[config.mk]
export PLATFORM = sky130hd
export DESIGN_NAME = comp_write_arbiter_flat
export DESIGN_NICKNAME = d
export VERILOG_FILES = /design/src/rtl/lovelace_bus_pkg.sv /design/src/rtl/comp_write_arbiter_if.sv /design/src/rtl/rr_pick.sv /design/src/rtl/comp_write_arbiter.sv /design/src/flat_wrapper.sv
export SDC_FILE = /design/constraint.sdc
export NUM_CORES = 1
export LEC_CHECK = 0
export BUFFER_PORTS_ARGS = -buffer_cell sky130_fd_sc_hd__buf_2
export CORE_AREA = 2 2 164 166
export DETAILED_ROUTE_END_ITERATION = 10
export DIE_AREA = 0 0 166 168
export GPL_TIMING_DRIVEN = 0
export MAX_ROUTING_LAYER = met4
export SLEW_MARGIN = 25
export SYNTH_ARGS = -nofsm -noshare
export SYNTH_HDL_FRONTEND = slang
export SYNTH_SLANG_ARGS = --single-unit
[constraint.sdc]
create_clock -name clk -period 3 [get_ports clk]
set_clock_uncertainty 0.05 [all_clocks]
set_input_delay 0.15 -clock clk [delete_from_list [all_inputs] [get_ports clk]]
set_output_delay 0.15 -clock clk [all_outputs]
set_load 0.1 [all_outputs]
[src/rtl/lovelace_bus_pkg.sv]
// Shared widths, field codes, FSM encoding and write payload for the component register bus.
package lovelace_bus_pkg;

    localparam int unsigned ID_W    = 2;
    localparam int unsigned FIELD_W = 2;
    localparam int unsigned FLOAT_W = 64;
    localparam int unsigned EXTRA_W = 32;
    localparam int unsigned SRC_W   = 3;

    typedef enum logic [1:0] {
        FIELD_FLOAT1 = 2'd0,
        FIELD_FLOAT2 = 2'd1,
        FIELD_FLOAT3 = 2'd2,
        FIELD_EXTRA  = 2'd3
    } field_e;

    typedef enum logic [1:0] {
        ST_IDLE   = 2'd0,
        ST_ISSUE  = 2'd1,
        ST_NOTIFY = 2'd2
    } state_e;

    typedef struct packed {
        logic [SRC_W-1:0]   src;
        logic [ID_W-1:0]    id;
        logic [FIELD_W-1:0] field;
        logic [FLOAT_W-1:0] data;
        logic [EXTRA_W-1:0] mask;
    } wr_req_t;

endpackage

[src/rtl/comp_write_arbiter_if.sv]
// Requester, register-bank and trace-unit signals of the component write arbiter.
interface comp_write_arbiter_if
    import lovelace_bus_pkg::*;
#(
    parameter int unsigned N_REQ = 3
);

    logic [N_REQ-1:0]         req_valid;
    logic [N_REQ-1:0]         req_ready;
    logic [ID_W*N_REQ-1:0]    req_id;
    logic [FIELD_W*N_REQ-1:0] req_field;
    logic [FLOAT_W*N_REQ-1:0] req_data;
    logic [EXTRA_W*N_REQ-1:0] req_mask;
    logic [N_REQ-1:0]         req_lock;

    logic                     wr_valid;
    logic [ID_W-1:0]          wr_id;
    logic [FIELD_W-1:0]       wr_field;
    logic [FLOAT_W-1:0]       wr_data;
    logic [EXTRA_W-1:0]       wr_mask;
    logic                     wr_ready;

    logic                     upd_valid;
    logic [SRC_W-1:0]         upd_src;
    logic [ID_W-1:0]          upd_id;
    logic [FIELD_W-1:0]       upd_field;
    logic                     upd_ready;

    logic                     busy;
    logic                     err_pulse;

    // Arbiter side
    modport master (
        input  req_valid, req_id, req_field, req_data, req_mask, req_lock,
        input  wr_ready, upd_ready,
        output req_ready,
        output wr_valid, wr_id, wr_field, wr_data, wr_mask,
        output upd_valid, upd_src, upd_id, upd_field,
        output busy, err_pulse
    );

    // Requesters, bank and trace unit side
    modport slave (
        output req_valid, req_id, req_field, req_data, req_mask, req_lock,
        output wr_ready, upd_ready,
        input  req_ready,
        input  wr_valid, wr_id, wr_field, wr_data, wr_mask,
        input  upd_valid, upd_src, upd_id, upd_field,
        input  busy, err_pulse
    );

endinterface

[src/rtl/rr_pick.sv]
// Rotating-priority picker: a locked last winner keeps the grant, otherwise the
// first requester after the last winner (wrapping, last winner itself lowest) wins.
module rr_pick #(
    parameter int unsigned N     = 3,
    parameter int unsigned IDX_W = (N > 1) ? $clog2(N) : 1
) (
    input  logic [N-1:0]     req,
    input  logic [N-1:0]     lock,
    input  logic [IDX_W-1:0] last,
    output logic [N-1:0]     grant,
    output logic [IDX_W-1:0] idx,
    output logic             any
);

    logic [IDX_W:0] cand;

    // Descending scan so the nearest successor of last is the final assignment
    always_comb begin
        cand  = '0;
        idx   = last;
        any   = |req;
        if (!(lock[last] && req[last])) begin
            for (int k = int'(N); k >= 1; k--) begin
                cand = {1'b0, last} + (IDX_W+1)'(k);
                if (cand >= (IDX_W+1)'(N)) begin
                    cand = cand - (IDX_W+1)'(N);
                end
                if (req[cand[IDX_W-1:0]]) begin
                    idx = cand[IDX_W-1:0];
                end
            end
        end
        grant = any ? (N'(1) << idx) : '0;
    end

endmodule

[src/rtl/comp_write_arbiter.sv]
// Shares the component register bank write port among N_REQ requesters:
// round-robin capture, one write in flight, optional trace notification.
module comp_write_arbiter
    import lovelace_bus_pkg::*;
#(
    parameter int unsigned N_REQ     = 3,
    parameter int unsigned TIMEOUT   = 16,
    parameter int unsigned NOTIFY_EN = 1
) (
    input  logic                 clk,
    input  logic                 rst,
    comp_write_arbiter_if.master bus
);

    localparam int unsigned IDX_W = (N_REQ > 1) ? $clog2(N_REQ) : 1;
    localparam int unsigned TMR_W = (TIMEOUT > 1) ? $clog2(TIMEOUT) : 1;
    localparam logic [TMR_W-1:0] TMR_LAST  = TMR_W'((TIMEOUT > 0) ? TIMEOUT - 1 : 0);
    localparam logic [IDX_W-1:0] LAST_INIT = IDX_W'(N_REQ - 1);

    state_e           state_q, state_d;
    wr_req_t          hold_q, hold_d;
    logic [IDX_W-1:0] last_grant_q, last_grant_d;
    logic [TMR_W-1:0] timer_q, timer_d;
    logic             err_pulse_q, err_pulse_d;
    logic             wr_valid_q, wr_valid_d;
    logic             upd_valid_q, upd_valid_d;
    logic             busy_q, busy_d;

    logic [N_REQ-1:0] grant;
    logic [IDX_W-1:0] win_idx;
    logic             any_req;
    logic [N_REQ-1:0] req_ready_c;
    wr_req_t          req_arr [N_REQ];

    // Per-requester payload view; mask only meaningful for the extra field
    for (genvar g = 0; g < N_REQ; g++) begin : g_unpack
        logic [FIELD_W-1:0] fld;
        assign fld = bus.req_field[FIELD_W*g +: FIELD_W];
        assign req_arr[g] = '{
            src:   SRC_W'(g),
            id:    bus.req_id[ID_W*g +: ID_W],
            field: fld,
            data:  bus.req_data[FLOAT_W*g +: FLOAT_W],
            mask:  (fld == FIELD_EXTRA) ? bus.req_mask[EXTRA_W*g +: EXTRA_W] : {EXTRA_W{1'b0}}
        };
    end

    rr_pick #(
        .N     (N_REQ),
        .IDX_W (IDX_W)
    ) u_pick (
        .req   (bus.req_valid),
        .lock  (bus.req_lock),
        .last  (last_grant_q),
        .grant (grant),
        .idx   (win_idx),
        .any   (any_req)
    );

    // Next-state, capture, timeout and registered-output decode
    always_comb begin
        state_d      = state_q;
        hold_d       = hold_q;
        last_grant_d = last_grant_q;
        timer_d      = timer_q;
        err_pulse_d  = 1'b0;
        req_ready_c  = '0;

        case (state_q)
            ST_IDLE: begin
                if (any_req) begin
                    req_ready_c = grant;
                    hold_d      = req_arr[win_idx];
                    timer_d     = '0;
                    state_d     = ST_ISSUE;
                end
            end
            ST_ISSUE: begin
                if (bus.wr_ready) begin
                    last_grant_d = IDX_W'(hold_q.src);
                    state_d      = (NOTIFY_EN != 0) ? ST_NOTIFY : ST_IDLE;
                end else if ((TIMEOUT != 0) && (timer_q == TMR_LAST)) begin
                    last_grant_d = IDX_W'(hold_q.src);
                    err_pulse_d  = 1'b1;
                    state_d      = ST_IDLE;
                end else begin
                    timer_d = timer_q + TMR_W'(1);
                end
            end
            ST_NOTIFY: begin
                if (bus.upd_ready) begin
                    state_d = ST_IDLE;
                end
            end
            default: begin
                state_d = ST_IDLE;
            end
        endcase

        wr_valid_d  = (state_d == ST_ISSUE);
        upd_valid_d = (state_d == ST_NOTIFY);
        busy_d      = (state_d != ST_IDLE);
    end

    // State and output registers
    always_ff @(posedge clk or posedge rst) begin
        if (rst) begin
            state_q      <= ST_IDLE;
            hold_q       <= '0;
            last_grant_q <= LAST_INIT;
            timer_q      <= '0;
            err_pulse_q  <= 1'b0;
            wr_valid_q   <= 1'b0;
            upd_valid_q  <= 1'b0;
            busy_q       <= 1'b0;
        end else begin
            state_q      <= state_d;
            hold_q       <= hold_d;
            last_grant_q <= last_grant_d;
            timer_q      <= timer_d;
            err_pulse_q  <= err_pulse_d;
            wr_valid_q   <= wr_valid_d;
            upd_valid_q  <= upd_valid_d;
            busy_q       <= busy_d;
        end
    end

    // Capture strobe is combinational and forced low while reset is held
    assign bus.req_ready = rst ? '0 : req_ready_c;

    assign bus.wr_valid  = wr_valid_q;
    assign bus.wr_id     = wr_valid_q ? hold_q.id    : '0;
    assign bus.wr_field  = wr_valid_q ? hold_q.field : '0;
    assign bus.wr_data   = wr_valid_q ? hold_q.data  : '0;
    assign bus.wr_mask   = wr_valid_q ? hold_q.mask  : '0;

    assign bus.upd_valid = upd_valid_q;
    assign bus.upd_src   = upd_valid_q ? hold_q.src   : '0;
    assign bus.upd_id    = upd_valid_q ? hold_q.id    : '0;
    assign bus.upd_field = upd_valid_q ? hold_q.field : '0;

    assign bus.busy      = busy_q;
    assign bus.err_pulse = err_pulse_q;

endmodule

[src/flat_wrapper.sv]
// flat-port wrapper written by rule: the top's interface ports become plain ports
module comp_write_arbiter_flat import lovelace_bus_pkg::*;
#(
    parameter int unsigned N_REQ     = 3,
    parameter int unsigned TIMEOUT   = 16,
    parameter int unsigned NOTIFY_EN = 1
)
  (clk, rst, bus_req_valid, bus_req_id, bus_req_field, bus_req_data, bus_req_mask, bus_req_lock, bus_wr_ready, bus_upd_ready, bus_req_ready, bus_wr_valid, bus_wr_id, bus_wr_field, bus_wr_data, bus_wr_mask, bus_upd_valid, bus_upd_src, bus_upd_id, bus_upd_field, bus_busy, bus_err_pulse);
  comp_write_arbiter_if #(.N_REQ(N_REQ)) bus_i ();
  input  logic clk;
  input  logic rst;
  input wire logic [$bits(bus_i.req_valid)-1:0] bus_req_valid;
  input wire logic [$bits(bus_i.req_id)-1:0] bus_req_id;
  input wire logic [$bits(bus_i.req_field)-1:0] bus_req_field;
  input wire logic [$bits(bus_i.req_data)-1:0] bus_req_data;
  input wire logic [$bits(bus_i.req_mask)-1:0] bus_req_mask;
  input wire logic [$bits(bus_i.req_lock)-1:0] bus_req_lock;
  input wire logic [$bits(bus_i.wr_ready)-1:0] bus_wr_ready;
  input wire logic [$bits(bus_i.upd_ready)-1:0] bus_upd_ready;
  output wire logic [$bits(bus_i.req_ready)-1:0] bus_req_ready;
  output wire logic [$bits(bus_i.wr_valid)-1:0] bus_wr_valid;
  output wire logic [$bits(bus_i.wr_id)-1:0] bus_wr_id;
  output wire logic [$bits(bus_i.wr_field)-1:0] bus_wr_field;
  output wire logic [$bits(bus_i.wr_data)-1:0] bus_wr_data;
  output wire logic [$bits(bus_i.wr_mask)-1:0] bus_wr_mask;
  output wire logic [$bits(bus_i.upd_valid)-1:0] bus_upd_valid;
  output wire logic [$bits(bus_i.upd_src)-1:0] bus_upd_src;
  output wire logic [$bits(bus_i.upd_id)-1:0] bus_upd_id;
  output wire logic [$bits(bus_i.upd_field)-1:0] bus_upd_field;
  output wire logic [$bits(bus_i.busy)-1:0] bus_busy;
  output wire logic [$bits(bus_i.err_pulse)-1:0] bus_err_pulse;
  assign bus_i.req_valid = bus_req_valid;
  assign bus_i.req_id = bus_req_id;
  assign bus_i.req_field = bus_req_field;
  assign bus_i.req_data = bus_req_data;
  assign bus_i.req_mask = bus_req_mask;
  assign bus_i.req_lock = bus_req_lock;
  assign bus_i.wr_ready = bus_wr_ready;
  assign bus_i.upd_ready = bus_upd_ready;
  assign bus_req_ready = bus_i.req_ready;
  assign bus_wr_valid = bus_i.wr_valid;
  assign bus_wr_id = bus_i.wr_id;
  assign bus_wr_field = bus_i.wr_field;
  assign bus_wr_data = bus_i.wr_data;
  assign bus_wr_mask = bus_i.wr_mask;
  assign bus_upd_valid = bus_i.upd_valid;
  assign bus_upd_src = bus_i.upd_src;
  assign bus_upd_id = bus_i.upd_id;
  assign bus_upd_field = bus_i.upd_field;
  assign bus_busy = bus_i.busy;
  assign bus_err_pulse = bus_i.err_pulse;
  comp_write_arbiter #(.N_REQ(N_REQ), .TIMEOUT(TIMEOUT), .NOTIFY_EN(NOTIFY_EN)) u_core (.clk(clk), .rst(rst), .bus(bus_i));
endmodule
==> impl_metrics.ini <==
[status]
status = completed

[placed_design]
portBuffers = 420
place.gp.congestion = 0.959
pre_cts_ws_ns = -0.479
dpl.hpwl_um = 24700

[cts]
path_clk_slew_ns = 0.06
h-tree-depth = 4
cts_buffer_depth = 2
clock_sinks = 114
cts_buffers = 17
cts_tree = yes
insertion_delay_ns = 0.40
root_buffer = clkbuf_16

[synthesis]
synth-seq-cells = 114
synthCells = 814
synth_area_um2 = 7250
synth_edf_count = 0
yosys_warnings = 0
synth_nets = 1128
yosysUniqueCellTypes = 43
synthFlopType = dfrtp_1
ys_seq_area_share_pct = 39.4
async_reset_ff_share_pct = 100
syn_area_per_cell_um2 = 8.90

[final_layout]
drive_gt1_share_pct = 38.7
layout_commonest_cell = buf_2
fin_nets = 1636
syn_to_final_growth_pct = 55.0
num-fill-cells = 2661
final_core_util_pct = 42.6
layout_common_cells = buf_2 (431), and2_1 (113), dfrtp_1 (112)

[floorplanning]
die_width_um = 166
core_um2 = 26400
start_util_pct = 27.5
fp.dieArea_um2 = 27900
pin_count = 424
row_count = 60
die_h_um = 168

[setup_path]
critPathArrivalTime_ns = 2.73
crit_path_max_fanout = 10
timing.rr.end = u_core.hold_q[25]
r2r_start = u_core.last_grant_q[1]
critPathLaunchType = flop
path_class = reg -> out
worstPathRequired_ns = 2.80
endpoint_kind = output pin
regToRegSetupSlack_ns = 0.11
r2r_cells = 8

[sta]
tightest_slew_ns = 0.832
rsz0062_at_grt = true
clock.fmax_mhz = 342
hold-worst-slack_ns = 0.0117
setup_tns_ns = 0
fin_ws_ns = 0.0718
final-setup-viol-count = 0
slew_violations = 0
final.min_clock_period_ns = 2.93
slew_headroom_pct = 44.5
post-route-period-util_pct = 97.6
hold_violations = 0

[power_and_ir_drop]
p_leak_nw = 5.97
peakVddDrop_mv = 0.611
power_density_nw_per_um2 = 1370
pwr-share-comb_pct = 70.0
seq_power_share_pct = 17.7
clockPowerShare_pct = 12.3
p_sw_mw = 9.07
p_int_mw = 6.32
p_total_mw = 15.4
switching_share_pct = 58.9

[grt]
grt_pass1_wl_um = 47600
grt_pass1_vias = 8354
grt_overflow = 0
antenna_found_initial = 2
grt_max_degree = 32
grt_use_total_pct = 22.8

[drt]
ant_nets = 0
vias = 8196
routed_wl_um = 31600
dr.pass1.iters = 5
post_drt_wl_per_cell_um = 18.8
vias_per_cell = 4.88
drt_iter0_drc = 357
remaining_drc_errors = 0

[hold_path]
whs_path_depth = 3
min_to = u_core.hold_q[75]
worstHoldPathType = in -> reg
hp-start = bus_req_data[171]

[flow_run]
max_cap_violations = 0
worst max-delay path, stage by stage (launching register included):
cell and delay [ns]:
dfstp_2 0.54, buf_4 0.14, nand4b_4 0.24, o31ai_2 0.13, o31a_1 0.34, o21a_1 0.22
buf_12 0.15, buf_8 0.15, nor3_4 0.20, buf_12 0.20
state kept, by name, indices dropped and copies added, names as in the netlist:
| register | cells |
|---|---|
| u_core.bus.busy | 1 |
| u_core.bus.err_pulse | 1 |
| u_core.bus.upd_valid | 1 |
| u_core.bus.wr_valid | 1 |
| u_core.hold_q | 102 |
| u_core.last_grant_q | 2 |
| u_core.state_q | 2 |
| u_core.timer_q | 4 |
logic make-up (layout without fill, tap and decap cells):
group	after synthesis	in the layout	share of synthesized area (%)
multiplexers	72	72	9.96
AO/OA/AOI/OAI	153	153	17.4
buffers and inverters	154	675	8.77
adder cells (fa/ha/maj)	4	4	0.691
AND/OR/NAND/NOR	314	314	23.5
flip-flops	114	114	39.4
XOR/XNOR	2	2	0.242
other	1	4	0.0517
per-stage QoR:
| step | instance area, um^2 | cells |
|---|---|---|
| finish | 11200 | 1679 |
| global route | 11200 | 1678 |
| CTS | 11200 | 1677 |
| detailed placement | 9890 | 1578 |
| global placement | 9830 | 1575 |
| floorplan | 7300 | 814 |
synth_stat cells, drive strengths merged, types with 3 or more instances:
cell type / number / area (um^2)
and2: 113 / 707
a221o: 32 / 320
nor4b: 28 / 245
nor2: 8 / 30.0
o221ai: 69 / 604
dfrtp: 113 / 2830
ha: 4 / 50.1
clkbuf: 52 / 196
buf: 27 / 158
nand2: 111 / 417
nor3: 8 / 40.0
a21oi: 3 / 15.0
nand3: 34 / 170
o22ai: 33 / 206
mux2i: 71 / 711
o21ai: 6 / 30.0
inv: 75 / 282
how the worst max path moves through the flow:
stage	from	endpoint	slack [ns]	cells past startpoint
CTS	u_core.last_grant_q[1]	bus_req_ready[0]	0.02	12
global route	u_core.last_grant_q[1]	bus_req_ready[1]	-0.05	11
detailed placement	u_core.last_grant_q[1]	bus_req_ready[2]	-0.48	12
finish	u_core.last_grant_q[1]	bus_req_ready[1]	0.07	9
floorplan	u_core.last_grant_q[1]	bus_req_ready[1]	0.003	11
global placement	u_core.last_grant_q[1]	bus_req_ready[2]	-0.43	12
power by group through the flow:
stage                     Sequential [mW]  Clock, mW  Combinational [mW]
final                                2.72       1.89                10.8
after CTS                            2.72       1.95                10.8
after floorplan                      2.69          0                8.06
after detailed placement             2.73          0                10.4
after global routing                 2.82       2.01                11.4
after global placement               2.71          0                10.3
routing by layer:
metal / vias up / share of wire [%] / global-route usage (%)
met1: 3853 / 41 / 26.5
li1: 3924 / - / -
met2: 383 / 49 / 38.8
met4: 0 / 2.6 / 7.75
met3: 36 / 7.4 / 5.50
met5: - / 0 / -
final cells by class:
type                       count  area, um^2  area share, %
clock buffer                  22         454           4.04
multi-input combinational    546        3840           34.2
timing repair buffer         492        2860           25.5
tap                          341         427           3.80
buffer                        76         417           3.71
sequential                   114        2860           25.4
inverter                      75         288           2.56
clock inverter                10        86.3          0.769
antenna                        3        7.51         0.0668
what timing repair did:
item / in CTS / in global routing
hold buffers: 55 / 0
gates resized for setup: 30 / 16
pin swaps: 6 / 3
cloned: 1 / 0
endpoints found under the hold margin: 77 / 0
endpoints found under the setup margin: 73 / 83
buffers inserted: 13 / 0
(Power assumes the default switching activity.)
